[config.mk]
export PLATFORM = sky130hd
export DESIGN_NAME = fwd_hazard_unit
export DESIGN_NICKNAME = d
export VERILOG_FILES = /design/src/rtl/fwd_hazard_unit.sv
export SDC_FILE = /design/constraint.sdc
export NUM_CORES = 1
export LEC_CHECK = 0
export CAP_MARGIN = 40
export CORE_ASPECT_RATIO = 0.8
export CORE_MARGIN = 1.5
export CORE_UTILIZATION = 38
export CTS_CLUSTER_SIZE = 12
export DETAILED_ROUTE_END_ITERATION = 8
export PLACE_DENSITY = 0.75
export REMOVE_ABC_BUFFERS = 1
export SLEW_MARGIN = 15
export SYNTH_ARGS = -nofsm -noshare
export SYNTH_HDL_FRONTEND = slang
export SYNTH_SLANG_ARGS = --single-unit
[constraint.sdc]
create_clock -name CLK -period 2.7 [get_ports CLK]
set_clock_uncertainty 0.2 [all_clocks]
set_input_delay 0.54 -clock CLK [delete_from_list [all_inputs] [get_ports CLK]]
set_output_delay 0.54 -clock CLK [all_outputs]
set_load 0.02 [all_outputs]
[src/rtl/fwd_hazard_unit.sv]
// EX-stage operand forwarding selects (registered, valid one cycle after ID) and
// load-use stall/bubble generation; a detected load-use holds the pipe for LOAD_USE_CYCLES cycles.
module fwd_hazard_unit #(
   parameter int ADDR_W          = 5,
   parameter int NUM_SRC         = 2,
   parameter int LOAD_USE_CYCLES = 1
) (
   input  logic                      CLK,
   input  logic                      RESET,
   input  logic [NUM_SRC*ADDR_W-1:0] ID_RS_ADDR,
   input  logic [NUM_SRC-1:0]        ID_RS_USED,
   input  logic [ADDR_W-1:0]         EX_RD_ADDR,
   input  logic                      EX_WE,
   input  logic                      EX_IS_LOAD,
   input  logic [ADDR_W-1:0]         MEM_RD_ADDR,
   input  logic                      MEM_WE,
   output logic [2*NUM_SRC-1:0]      FWD_SEL,
   output logic                      STALL,
   output logic                      BUBBLE
);

   if (LOAD_USE_CYCLES < 1 || LOAD_USE_CYCLES > 7) begin : g_bad_load_use_cycles
      $error("fwd_hazard_unit: LOAD_USE_CYCLES must be in 1..7");
   end
   if (NUM_SRC < 1 || NUM_SRC > 3) begin : g_bad_num_src
      $error("fwd_hazard_unit: NUM_SRC must be in 1..3");
   end

   typedef enum logic {
      S_IDLE,
      S_STALL_CNT
   } state_t;

   localparam logic [2:0] CNT_LOAD = 3'(LOAD_USE_CYCLES - 1);

   state_t               state, state_nxt;
   logic [2:0]           cnt, cnt_nxt;
   logic [NUM_SRC-1:0]   ex_match;
   logic [NUM_SRC-1:0]   mem_match;
   logic [2*NUM_SRC-1:0] next_sel;
   logic                 hz;
   logic                 stall_int;

   // Nearest producer wins: an EX hit is forwarded from MEM next cycle, a MEM hit from WB.
   always_comb begin
      ex_match  = '0;
      mem_match = '0;
      next_sel  = '0;
      for (int i = 0; i < NUM_SRC; i++) begin
         ex_match[i]  = ID_RS_USED[i] & EX_WE
                        & (EX_RD_ADDR == ID_RS_ADDR[i*ADDR_W +: ADDR_W])
                        & (ID_RS_ADDR[i*ADDR_W +: ADDR_W] != '0);
         mem_match[i] = ID_RS_USED[i] & MEM_WE
                        & (MEM_RD_ADDR == ID_RS_ADDR[i*ADDR_W +: ADDR_W])
                        & (ID_RS_ADDR[i*ADDR_W +: ADDR_W] != '0);
         if (ex_match[i]) begin
            next_sel[2*i +: 2] = 2'b01;
         end else if (mem_match[i]) begin
            next_sel[2*i +: 2] = 2'b10;
         end
      end
   end

   assign hz = EX_IS_LOAD & (|ex_match);

   always_ff @(posedge CLK or negedge RESET) begin
      if (!RESET) begin
         state <= S_IDLE;
         cnt   <= '0;
      end else begin
         state <= state_nxt;
         cnt   <= cnt_nxt;
      end
   end

   // The first stall cycle is spent in IDLE, so STALL_CNT only covers the remaining LOAD_USE_CYCLES-1.
   always_comb begin
      state_nxt = state;
      cnt_nxt   = cnt;
      case (state)
         S_IDLE: begin
            if (hz && (LOAD_USE_CYCLES > 1)) begin
               state_nxt = S_STALL_CNT;
               cnt_nxt   = CNT_LOAD;
            end
         end
         S_STALL_CNT: begin
            if (cnt == 3'd1) begin
               state_nxt = S_IDLE;
               cnt_nxt   = '0;
            end else begin
               cnt_nxt   = cnt - 3'd1;
            end
         end
         default: begin
            state_nxt = S_IDLE;
            cnt_nxt   = '0;
         end
      endcase
   end

   always_comb begin
      stall_int = 1'b0;
      case (state)
         S_IDLE:      stall_int = hz;
         S_STALL_CNT: stall_int = 1'b1;
         default:     stall_int = 1'b0;
      endcase
      STALL  = RESET & stall_int;
      BUBBLE = RESET & stall_int;
   end

   // The bubble entering EX during a stall needs no forwarding.
   always_ff @(posedge CLK or negedge RESET) begin
      if (!RESET) begin
         FWD_SEL <= '0;
      end else if (stall_int) begin
         FWD_SEL <= '0;
      end else begin
         FWD_SEL <= next_sel;
      end
   end

endmodule

Yosys cells after proc, flatten, opt, wreduce, memory -nomap -nowiden --
Cells that the tools add are included.
Word-level totals: register bits 8, bits of input ports 27, output and inout port bits 6, logic and storage cells 36
Operators by class: add/sub/neg operators 1, eq/ne operators 5, mux-type cells 9, bitwise logic cells 15, reductions and logical operators 3
Operator list (number):
- 5-bit equality test | 4
- 1-bit AND | 14
- 5-bit nonzero test | 2
- 2-bit two-way mux | 4
- 4-bit two-way mux | 1
- 3-bit by 1-bit equality test with 1-bit output (second input constant) | 1
- 3-bit two-way mux | 1
- 3-bit by 1-bit subtractor with 3-bit output (second input constant) | 1
- 1-bit two-way mux | 2
- 1-bit case mux with 2 select lines | 1
- 2-bit OR reduction | 1
- 1-bit NOT | 1

Longest topological paths before layout --
Gate-level depths: netlist of run 1.
depth after elaboration 7, gate-level depth with buffers 5, depth with buffers taken out 5

Worst setup path after synthesis of run 1 --
Ideal clock, no wire load.
path type input-to-output, from input port ID_RS_ADDR[0], to output port STALL, data arrival time 1.884 ns, required time 1.960 ns, slack 0.076 ns, cell stages on the path 5, path buffers 1, path through or4_1 > o21ai_2 > nor3_2 > o31a_2 > buf_4
On the way: word-level cells in the longest chain between the ends 7, elaborated cells on any way between the ends 8, those cells by class eq/ne (1); mux (1); bitwise (4); reduce/logical (2)
Ends and longest elaborated chain:
- start, declared | RTL line 10 | input logic [NUM_SRC*ADDR_W-1:0] ID_RS_ADDR,
- 5-bit equality test | RTL line 51 | & (EX_RD_ADDR == ID_RS_ADDR[i*ADDR_W +: ADDR_W])
- 1-bit AND | RTL line 51
- 1-bit AND * | RTL line 52 | & (ID_RS_ADDR[i*ADDR_W +: ADDR_W] != '0);
- 2-bit OR reduction * | RTL line 64 | assign hz = EX_IS_LOAD & (|ex_match);
- 1-bit AND * | RTL line 64
- 1-bit case mux with 2 select lines * | RTL line 104 | case (state)
- 1-bit AND *
- end, declared | RTL line 18 | output logic STALL,
Every way passes the cells marked *; elsewhere a longest branch is shown, timed or not.

Final worst setup path of run 1 --
from input port ID_RS_ADDR[1], to output port STALL
On the way: word-level cells in the longest chain between the ends 7, elaborated cells on any way between the ends 8, those cells by class eq/ne (1); mux (1); bitwise (4); reduce/logical (2)
Ends and longest elaborated chain:
- 5-bit equality test | RTL line 51
- 1-bit AND | RTL line 51
- 1-bit AND * | RTL line 52
- 2-bit OR reduction * | RTL line 64
- 1-bit AND * | RTL line 64
- 1-bit case mux with 2 select lines * | RTL line 104
- 1-bit AND * | RTL line 109 | STALL = RESET & stall_int;
Marked as above.

==> results.json, run 1 <==
{
  "io_pins": 33,
  "netlist_instances": 64,
  "worstRegToRegCells": 3,
  "regArea_um2": 200,
  "cts_made_buffers": 3,
  "crit_path_max_fanout": 2,
  "p_leak_nw": 0.520,
  "fp.dieW_um": 48.5,
  "wl_mm": 1.82,
  "antenna_found_initial": 0,
  "ant_nets": 0,
  "outcome": "finished, final reports clean",
  "cp_cell_sequence": "clkbuf_2, or4_4, o21ai_4, nor3_4, o31a_2, buf_6",
  "via_count": 680,
  "report.final.slew_viol_count": 0,
  "slew_headroom": 0.795,
  "cts-root-buf": "clkbuf_4",
  "layout.cells.non_filler": 142,
  "finalSetupViolCount": 0,
  "finalCriticalPeriod_ps": 2660,
  "dieArea_um2": 1910,
  "crit_end": "STALL",
  "cp-end-kind": "primary output",
  "power_density_nw_per_um2": 276,
  "arrival_ps": 1920,
  "cp.depth": 6,
  "rows": 12,
  "cp-startpoint": "ID_RS_ADDR[1]",
  "cts_tree": "built",
  "preCtsSetupSlack_ps": -687,
  "cp.required_ps": 1960,
  "drt_first_pass_iters": 4,
  "postCtsHoldBufs": 0,
  "hold_path.class": "register to register",
  "place_area_um2": 1090,
  "clkSlewWorstSetupHoldPaths_ps": 50,
  "yosys_warnings": 0,
  "cap_violations": 0,
  "r2r_end": "FWD_SEL[1]",
  "grt_first_pass_wirelength_mm": 3.02,
  "antenna_cells": 0,
  "ys_seq_area_frac": 0.317,
  "syn_area_um2": 631,
  "drc": 0,
  "irDropWorstVdd_uv": 248,
  "worst_slew_pin_slew_ps": 304,
  "grt_pass1_vias": 683,
  "critPathLaunchType": "input pin",
  "design_area_um2": 1170,
  "fmax_mhz": 377,
  "cpPeakStageDelay_ps": 550,
  "fillerInstances": 100,
  "overflow": 0,
  "clk_path_buf_depth": 2,
  "crit_path_top_delay_cell": "or4_4",
  "period_share": 0.984,
  "multiInputGateArea_um2": 437,
  "wl_per_cell_um": 12.8,
  "grt_usage": 0.225,
  "finalHoldViolations": 0,
  "syn_avg_cell_area_um2": 9.85,
  "rsz0062_at_grt": "no",
  "nets": 152,
  "final_layout_size_suffix_gt1_frac": 0.355,
  "dp.cells": 131,
  "areaGrowthSynthToFinish_pct": 86.3,
  "critical_path_class": "input pin to primary output",
  "viasPerCell": 4.79,
  "core-area_um2": 1470,
  "synth_seq_cells": 8,
  "clk_latency_ps": 250,
  "p_total_uw": 324,
  "layout_commonest_cell": "buf_4",
  "port_buffers": 32,
  "drt_iter0_drc": 14,
  "rr_startpoint": "state",
  "gp_congestion": 0.875,
  "ys_types": 24,
  "htreeDepth": 1,
  "reg2reg_slack_ps": 1240,
  "cts.sinks": 8,
  "crit_family": "simple AND/OR/NAND/NOR gates",
  "cp_num_buf_inv": 2,
  "grt_max_degree": 11,
  "dp_hpwl_mm": 1.42,
  "setup_ws_ps": 44.0,
  "final_cell_mix": "buf_4, clkdlybuf4s50_1, xnor2_1, dfrtp_1, xor2_1",
  "initial_core_util": 0.429,
  "die_h_um": 39.4
}
-- flip-flops by register name, summed over array words and instances, names as in the netlist --
register  count
FWD_SEL       4
cnt           3
state         1
-- kinds of logic after synthesis --
| group | count (synthesis) | synth area share |
|---|---|---|
| adders and majority gates | 2 | 0.0397 |
| xor gates and xnor gates | 20 | 0.278 |
| AOI/OAI and AO/OA | 10 | 0.147 |
| and+or+nand+nor | 19 | 0.183 |
| DFF | 8 | 0.317 |
| buffers and inverters | 5 | 0.0357 |
-- per-stage QoR --
step,TNS [ps],utilization,hold slack [ps]
after floorplan,0,-,44.4
after global placement,-1350,0.738,290
after detailed placement,-1370,0.738,308
after CTS,0,0.795,319
after global routing,0,0.798,351
final,0,0.798,322
-- area by class of cell --
cell class                 instances  area share
sequential                         8       0.170
tap                               21      0.0224
timing repair buffer              56       0.407
multi-input combinational         51       0.372
inverter                           3     0.00958
clock buffer                       3      0.0192
-- worst min path at each step --
stage	from	endpoint	slack [ps]	cells after the start
4_1_cts	cnt[2]	cnt[2]	320	1
3_3_place_gp	cnt[2]	cnt[2]	290	1
6_report	cnt[2]	cnt[2]	320	1
5_1_grt	cnt[2]	cnt[2]	350	1
3_5_place_dp	cnt[2]	cnt[2]	310	1
2_1_floorplan	RESET	FWD_SEL[0]	40	0
-- what timing repair did --
action | CTS | global route
setup endpoints to repair | 2 | 3
gates resized for setup | 37 | 4
buffers inserted | 7 | 1
pin swaps | 7 | 6
-- cells in the mapped netlist --
cell,number,share of area
o31a_2,1,0.016
o21a_1,1,0.012
xor2_1,8,0.11
xnor2_1,12,0.17
nor2b_1,1,0.0099
nand4_1,2,0.020
nor3_1,1,0.0079
ha_1,2,0.040
a2111oi_2,2,0.048
nor2_1,2,0.012
clkbuf_1,1,0.0059
dfrtp_1,8,0.32
nand2_1,3,0.018
a21oi_1,1,0.0079
nor3b_1,2,0.024
nor4_1,2,0.020
a21boi_0,1,0.012
inv_1,3,0.018
o21ai_2,2,0.028
nor3_2,2,0.032
nand3_1,2,0.016
a21o_1,2,0.024
buf_4,1,0.012
or4_1,2,0.024
-- power by group --
| part | switching [mW] | internal, mW |
|---|---|---|
| combinational | 0.0450 | 0.0690 |
| sequential | 0.000119 | 0.121 |
| clock | 0.0387 | 0.0507 |
-- routing by layer --
| layer | track usage | share of wire | vias to the layer above |
|---|---|---|---|
| met5 | 0 | 0 | - |
| met4 | 0.0571 | 0.011 | 0 |
| met3 | 0.0840 | 0.050 | 2 |
| met2 | 0.406 | 0.46 | 23 |
| met1 | 0.259 | 0.47 | 314 |
| li1 | - | - | 341 |
(Power assumes the default switching activity.)
==> inputs of run 2 (changes only) <==
- SKIP_CTS_REPAIR_TIMING: default -> 1
==> run 2 against run 1 <==
Flip-flop and latch count unchanged. Routed wire length down 11%. Via count down 7.5%. Critical endpoint unchanged. Cell count down 4.9%. Sequential share of layout area up 0.33 points. Total power down 0.81%. Die area unchanged. Global-route usage down 3.1 points. Sequential power about the same. Hold slack worse by 0.54 ps.
==> results.json, run 2 (synthesis gave the netlist of run 1 again) <==
{
  "outcome": "finished, final reports clean",
  "rows": 12,
  "p_sw_frac": 0.255,
  "p_total_uw": 321,
  "antenna_found_initial": 0,
  "cp-startpoint": "ID_RS_ADDR[3]",
  "slew_headroom": 0.762,
  "grt_max_degree": 11,
  "reg.largest.list": "FWD_SEL (4), cnt (3), state (1)",
  "dp_hpwl_mm": 1.42,
  "utilization": 0.783,
  "areaGrowthSynthToFinish_pct": 82.7,
  "cp-end-kind": "primary output",
  "die_h_um": 39.4,
  "layout_commonest_cell": "clkdlybuf4s50_1",
  "grt_first_pass_wirelength_mm": 2.61,
  "nets": 145,
  "initial_core_util": 0.429,
  "drt_iter0_drc": 6,
  "final_cell_mix": "clkdlybuf4s50_1, buf_4, xnor2_1, dfrtp_1, xor2_1",
  "crit_path_max_fanout": 2,
  "finalSetupViolCount": 0,
  "final_layout_size_suffix_gt1_frac": 0.289,
  "clk_latency_ps": 250,
  "cts_tree": "built",
  "port_buffers": 32,
  "tns_ps": 0,
  "cap_violations": 0,
  "dp.cells": 131,
  "p_comb_frac": 0.346,
  "cts-root-buf": "clkbuf_4",
  "htreeDepth": 1,
  "gp_congestion": 0.875,
  "pwr-share-seq": 0.375,
  "p_switching_uw": 82.0,
  "grt_usage": 0.194,
  "wl_mm": 1.63,
  "wl_per_cell_um": 12.0,
  "report.final.slew_viol_count": 0,
  "clkSlewWorstSetupHoldPaths_ps": 50,
  "multiInputGateArea_um2": 437,
  "regArea_um2": 200,
  "finalHoldViolations": 0,
  "drt_first_pass_iters": 4,
  "regMostFlops": "FWD_SEL",
  "clk_path_buf_depth": 2,
  "antenna_cells": 0,
  "internal-power_uw": 239,
  "cts_made_buffers": 3,
  "clkPwrFrac": 0.279,
  "fillerInstances": 103,
  "grt_pass1_vias": 630,
  "via_count": 629,
  "r2r_end": "FWD_SEL[1]",
  "drc": 0,
  "finalCriticalPeriod_ps": 2660,
  "core-area_um2": 1470,
  "power_density_nw_per_um2": 279,
  "cts.sinks": 8,
  "worst_slew_pin_slew_ps": 353,
  "design_area_um2": 1150,
  "fmax_mhz": 375,
  "ant_nets": 0,
  "dieArea_um2": 1910,
  "place_area_um2": 1090,
  "hold_path.class": "register to register",
  "crit_end": "STALL",
  "hold_depth": 1,
  "viasPerCell": 4.66,
  "p_leak_nw": 0.538,
  "rr_startpoint": "state",
  "critical_path_class": "input pin to primary output",
  "irDropWorstVdd_uv": 235,
  "layout.cells.non_filler": 135,
  "io_pins": 33,
  "arrival_ps": 1920,
  "overflow": 0,
  "reg2reg_slack_ps": 1200,
  "critPathLaunchType": "input pin",
  "period_share": 0.987,
  "rsz0062_at_grt": "no",
  "worstRegToRegCells": 3,
  "largest_register_ffs": 4,
  "cp.required_ps": 1960,
  "fp.dieW_um": 48.5
}
==> run 2: cell types whose count changed in the layout (fill, tap and decap cells not counted), sizes merged <==
| cell | change |
|---|---|
| buf | -10 |
| clkdlybuf4s15 | -3 |
| dlymetal6s2s | +6 |
==> run 2: cell type report <==
cell class	instances	area share
timing repair buffer	49	0.395
clock buffer	3	0.0195
sequential	8	0.174
multi-input combinational	51	0.379
tap	21	0.0228
inverter	3	0.00977
==> run 2: power by group through the flow <==
stage	registers [mW]	logic, mW	clock network (mW)
after global routing	0.120	0.119	0.105
final	0.121	0.111	0.0896
after CTS	0.121	0.108	0.0940
after detailed placement	0.123	0.108	0
after floorplan	0.123	0.0326	0
after global placement	0.123	0.107	0
==> run 2: worst min-delay path by stage <==
stage               slack, ps   start         end
CTS                       320  cnt[2]      cnt[2]
floorplan                  40   RESET  FWD_SEL[0]
global placement          290  cnt[2]      cnt[2]
detailed placement        310  cnt[2]      cnt[2]
finish                    320  cnt[2]      cnt[2]
global route              350  cnt[2]      cnt[2]
==> run 2: worst max-delay path, cell delays in order <==
cell and delay (ps):
dlymetal6s2s_1 130, or4_4 550, o21ai_4 200, nor3_4 50, o31a_2 310, buf_6 140
==> run 2: metal layers <==
layer | track usage | wire [um]
met5 | 0 | 0
met4 | 0.0429 | 0
met3 | 0.0802 | 77
met2 | 0.351 | 775
met1 | 0.220 | 772
==> run 2: metrics by stage <==
step	worst slack (ps)	hold WS [ps]
floorplan	209	44.4
global placement	-678	290
detailed placement	-687	308
CTS	-690	319
global route	1.57	351
finish	36.2	322
==> inputs of run 3 (changes only) <==
- CTS_CLUSTER_DIAMETER: default -> 100
- HOLD_SLACK_MARGIN: default -> 0.1
==> results of run 3 <==
Final layout, timing and power as in run 2 (identical DEF).
